[src/rtl/pdm_pkg.sv]
// Shared constants and width derivation for the PDM-to-PCM CIC decimator.
package pdm_pkg;

  localparam int DECIM_DEF = 64;
  localparam int PCM_W_DEF = 16;
  localparam int ORDER     = 3;

  // Worst-case CIC growth is ORDER*log2(DECIM) bits over a +/-1 input, plus sign and one guard bit.
  function automatic int acc_width(input int decim);
    return ORDER * $clog2(decim) + 2;
  endfunction

endpackage

[src/rtl/pdm_cic_integrator.sv]
// One CIC integrator stage: a wrapping accumulator that advances only when enabled.
module pdm_cic_integrator
  import pdm_pkg::*;
#(
  parameter int ACC_W = acc_width(DECIM_DEF)
) (
  input  logic                    clk,
  input  logic                    rst_n,
  input  logic                    en_i,
  input  logic signed [ACC_W-1:0] add_i,
  output logic signed [ACC_W-1:0] sum_o
);

  logic signed [ACC_W-1:0] acc_q;

  // sum_o already includes this cycle's addend so a cascade settles within one clock.
  assign sum_o = acc_q + add_i;

  always_ff @(posedge clk or negedge rst_n) begin
    if (!rst_n) begin
      acc_q <= '0;
    end else if (en_i) begin
      acc_q <= sum_o;
    end
  end

endmodule

[src/rtl/pdm_decimator.sv]
// Third-order CIC decimator turning a 1-bit PDM microphone stream into saturated signed PCM samples.
module pdm_decimator
  import pdm_pkg::*;
#(
  parameter int DECIM = DECIM_DEF,
  parameter int PCM_W = PCM_W_DEF
) (
  input  logic             clk,
  input  logic             reset,
  input  logic             pdm_ce,
  input  logic             mic_data,
  input  logic             en,
  output logic [PCM_W-1:0] pcm_data,
  output logic             pcm_valid,
  output logic             sat
);

  localparam int LOG2D = $clog2(DECIM);
  localparam int ACC_W = acc_width(DECIM);
  localparam int SHIFT = ORDER * LOG2D + 1 - PCM_W;
  localparam int EXT_W = ACC_W + PCM_W;
  localparam logic signed [EXT_W-1:0] PCM_MAX = EXT_W'((longint'(1) <<< (PCM_W - 1)) - 1);
  localparam logic signed [EXT_W-1:0] PCM_MIN = ~PCM_MAX;

  // Reset asserts immediately but leaves on a clock edge, so no flop sees a release mid-cycle.
  logic [1:0] rst_sync_q;
  logic       rst_n;

  always_ff @(posedge clk or negedge reset) begin
    if (!reset) begin
      rst_sync_q <= '0;
    end else begin
      rst_sync_q <= {rst_sync_q[0], 1'b1};
    end
  end

  assign rst_n = rst_sync_q[1];

  logic                    accept;
  logic signed [ACC_W-1:0] sample;
  logic signed [ACC_W-1:0] int1, int2, int3;

  assign accept = pdm_ce & en;
  assign sample = {{(ACC_W - 1){~mic_data}}, 1'b1};

  pdm_cic_integrator #(.ACC_W(ACC_W)) u_int1 (
    .clk   (clk),
    .rst_n (rst_n),
    .en_i  (accept),
    .add_i (sample),
    .sum_o (int1)
  );

  pdm_cic_integrator #(.ACC_W(ACC_W)) u_int2 (
    .clk   (clk),
    .rst_n (rst_n),
    .en_i  (accept),
    .add_i (int1),
    .sum_o (int2)
  );

  pdm_cic_integrator #(.ACC_W(ACC_W)) u_int3 (
    .clk   (clk),
    .rst_n (rst_n),
    .en_i  (accept),
    .add_i (int2),
    .sum_o (int3)
  );

  logic [LOG2D-1:0]        phase_q, phase_d;
  logic                    frame_end;
  logic signed [ACC_W-1:0] dly1_q, dly2_q, dly3_q;
  logic signed [ACC_W-1:0] comb1, comb2, comb3;
  logic signed [EXT_W-1:0] comb3_ext, scaled;
  logic [PCM_W-1:0]        clipped;
  logic                    clip_hit;
  logic [PCM_W-1:0]        pcm_q, pcm_d;
  logic                    valid_q, valid_d;
  logic                    sat_q, sat_d;

  assign frame_end = accept && (phase_q == LOG2D'(DECIM - 1));
  assign comb1     = int3 - dly1_q;
  assign comb2     = comb1 - dly2_q;
  assign comb3     = comb2 - dly3_q;
  assign comb3_ext = EXT_W'(comb3);

  if (SHIFT >= 0) begin : g_scale_down
    assign scaled = comb3_ext >>> SHIFT;
  end else begin : g_scale_up
    assign scaled = comb3_ext <<< (-SHIFT);
  end

  // NOTE: every always_comb output gets a default first; a path that leaves one unassigned infers a latch.
  always_comb begin
    clipped  = scaled[PCM_W-1:0];
    clip_hit = 1'b0;
    if (scaled > PCM_MAX) begin
      clipped  = PCM_MAX[PCM_W-1:0];
      clip_hit = 1'b1;
    end else if (scaled < PCM_MIN) begin
      clipped  = PCM_MIN[PCM_W-1:0];
      clip_hit = 1'b1;
    end
  end

  always_comb begin
    phase_d = phase_q;
    pcm_d   = pcm_q;
    valid_d = 1'b0;
    sat_d   = sat_q;
    if (accept) begin
      phase_d = phase_q + LOG2D'(1);
    end
    if (frame_end) begin
      pcm_d   = clipped;
      valid_d = 1'b1;
      sat_d   = sat_q | clip_hit;
    end
  end

  // NOTE: state registers use non-blocking assignments so every flop samples pre-edge values.
  always_ff @(posedge clk or negedge rst_n) begin
    if (!rst_n) begin
      phase_q <= '0;
      dly1_q  <= '0;
      dly2_q  <= '0;
      dly3_q  <= '0;
      pcm_q   <= '0;
      valid_q <= 1'b0;
      sat_q   <= 1'b0;
    end else begin
      phase_q <= phase_d;
      pcm_q   <= pcm_d;
      valid_q <= valid_d;
      sat_q   <= sat_d;
      if (frame_end) begin
        dly1_q <= int3;
        dly2_q <= comb1;
        dly3_q <= comb2;
      end
    end
  end

  assign pcm_data  = pcm_q;
  assign pcm_valid = valid_q;
  assign sat       = sat_q;

endmodule

[config.mk]
export PLATFORM = sky130hd
export DESIGN_NAME = pdm_decimator
export DESIGN_NICKNAME = d
export VERILOG_FILES = /design/src/rtl/pdm_pkg.sv /design/src/rtl/pdm_cic_integrator.sv /design/src/rtl/pdm_decimator.sv
export SDC_FILE = /design/constraint.sdc
export NUM_CORES = 1
export LEC_CHECK = 0
export BUFFER_PORTS_ARGS = -buffer_cell sky130_fd_sc_hd__buf_2
export CORE_UTILIZATION = 50
export CTS_CLUSTER_DIAMETER = 50
export DETAILED_ROUTE_END_ITERATION = 6
export PLACE_DENSITY = 0.72
export SLEW_MARGIN = 15
export SYNTH_ARGS = -nofsm -noshare
export SYNTH_HDL_FRONTEND = slang
export SYNTH_SLANG_ARGS = --single-unit
[constraint.sdc]
create_clock -name clk -period 9.1 [get_ports clk]
set_input_delay 0.91 -clock clk [delete_from_list [all_inputs] [get_ports clk]]
set_output_delay 0.91 -clock clk [all_outputs]
set_load 0.05 [all_outputs]
==> qor.yml <==
cts_tree: "done"
maxCapViolCount: 0
reg2reg_slack_ns: 0.45
arrival_ns: 9.17
core_mm2: 0.0212
clk_path_buf_depth: 2
fin_crit_ns: 8.86
crit_path_max_fanout: 7
synth_edf_count: 0
syn_inst: 1312
crit_top_cell: "ha_1"
place_hpwl_mm: 16.9
fmax_ghz: 0.113
design.die.area_mm2: 0.0224
drive_gt1_share_pct: 24.0
cp-start-kind: "input pin"
rows: 53
gp_congestion: 0.878
yosys.area.top_type: "dfrtp_1"
synthesis.nets: 1435
clock_skew_ns: 0.00764
drv_slew: 0
syn_area_per_cell_um2: 8.30
portBuffers: 22
outcome: "finished, final reports clean"
h-tree-depth: 4
num_io_pins: 23
timing.final.crit_share_pct: 97.4
async_flop_share_pct: 100
drt_first_pass_iters: 5
hold_violations: 0
drc_errors: 0
clk_pin_slew_ns: 0.06
grt_start_max_net_pins: 84
die_h_um: 150
cp_slowest_stage_delay_ns: 0.36
yosys_warnings: 0
syn_to_final_growth_pct: 26.8
min_path_type: "input pin to asynchronous set/reset pin"
num-nets-final: 1635
fin_util_pct: 65.2
synthesis.area_mm2: 0.0109
cp_top_family: "compound AO/OA/AOI/OAI gates"
setup_viol: 0
dieWidth_um: 150
finalWorstSetupSlack_ns: 0.238
diodes: 0
drt-wirelength-per-cell_um: 14.6
vias: 9787
synthFlopType: "dfrtp_1"
worst_slew_pin_slew_ns: 0.995
cp.required_ns: 9.41
synth_top_cells_by_area: "dfrtp_1 (34%), ha_1 (13%), nand2_1 (9.0%)"
critical-path-slowest-cell: "ha_1"
clkSinkCount: 146
via_per_inst: 5.45
postRouteAntennaNets: 0
wl_mm: 26.3
grt_pass1_wl_mm: 42.9
root_buffer: "clkbuf_16"
slew_headroom_pct: 33.6
fill_cells: 1693
synth-seq-cells: 146
grt_overflow: 0
start_util_pct: 51.5
clock_latency_ns: 0.43
antenna_found_initial: 0
ys_top_cells_by_count: "nand2_1 (262), dfrtp_1 (146), o21ai_0 (126), ha_1 (113), inv_1 (113)"
cts_hold_buffers: 0
numCtsBuffers: 17
ys_seq_area_share_pct: 33.6
synth_cell_types: 68
end_kind: "flip-flop"
setup.worst_path.class: "input pin to flip-flop"
crit_buf_inv: 5
pre_cts_ws_ns: -0.612
track_usage_pct: 23.4
synth_top_area_share_pct: 33.6
first_iter_violations: 628
grt_pass1_vias: 9541
yosysMostFrequentCell: "nand2_1"
state kept, by name, summed over array words and instances (netlist names):
signal,flops
dly2_q,20
dly1_q,20
u_int1.acc_q,20
u_int2.acc_q,20
rst_sync_q,2
dly3_q,20
pcm_data,16
sat,1
u_int3.acc_q,20
pcm_valid,1
phase_q,6
layout by cell type, fill, tap and decap left out, types with 15 or more instances in the layout:
cell type    n
nand2_1    259
buf_4      191
dfrtp_1    145
inv_1      112
o21ai_0    104
ha_1       104
nor2_1      75
xnor2_1     48
a21oi_1     45
a21o_1      29
xor2_1      25
buf_2       22
nor3_1      17
clkbuf_16   17
nor2b_1     16
xnor2_2     15
o21a_1      15
layout make-up:
| cell class | count | area [um2] | area share (%) |
|---|---|---|---|
| sequential | 146 | 3660 | 26.5 |
| inverter | 113 | 424 | 3.07 |
| multi-input combinational | 1019 | 7220 | 52.3 |
| tap | 275 | 344 | 2.49 |
| clock inverter | 6 | 105 | 0.762 |
| clock buffer | 23 | 478 | 3.46 |
| timing repair buffer | 215 | 1580 | 11.4 |
per-stage QoR:
step / cells / hold slack [ns] / setup TNS [ns] / area, um2
4_1_cts: 1787 / 0.244 / 0 / 13300
3_3_place_gp: 1753 / 0.343 / -5.52 / 12600
6_report: 1797 / 0.253 / 0 / 13800
5_1_grt: 1797 / 0.245 / -2.65 / 13800
3_5_place_dp: 1753 / 0.342 / -9.01 / 12600
2_1_floorplan: 1312 / 0.331 / 0 / 10900
repair_timing:
item                                    4_1_cts  5_1_grt
endpoints found under the setup margin       16       17
cloned                                        1        0
pin swaps                                     3       63
resized for setup                            21      115
buffers inserted                              4       10
metal layers:
metal	up-vias	track usage (%)	share of wire, %
li1	4890	-	-
met4	0	6.17	1.4
met5	-	0	0
met1	4726	30.8	46
met3	31	3.32	2.4
met2	140	39.9	50
cells by family after synthesis:
family | share of synthesized area [%]
simple gates | 18.6
compound gates | 19.3
buf+inv | 5.18
flops | 33.6
fa+ha+maj | 13.9
xor+xnor | 8.26
mux | 1.17
other cells | 0.0344
path summary, 6_finish.rpt:
kind | end | cells after the start | startpoint
hold reg to reg | rst_sync_q[1] | 0 | rst_sync_q[0]
setup / recovery | pcm_data[10] | 45 | mic_data
min in group clk | rst_sync_q[1] | 0 | rst_sync_q[0]
hold / removal | rst_sync_q[1] | 1 | reset
max in group asynchronous | dly2_q[0] | 1 | rst_sync_q[1]
setup reg to reg | pcm_data[10] | 42 | u_int1.acc_q[0]
Power is left out: the tool's default activity adds up to more than one toggle a clock period on the data nets, which glitch-free logic cannot reach.
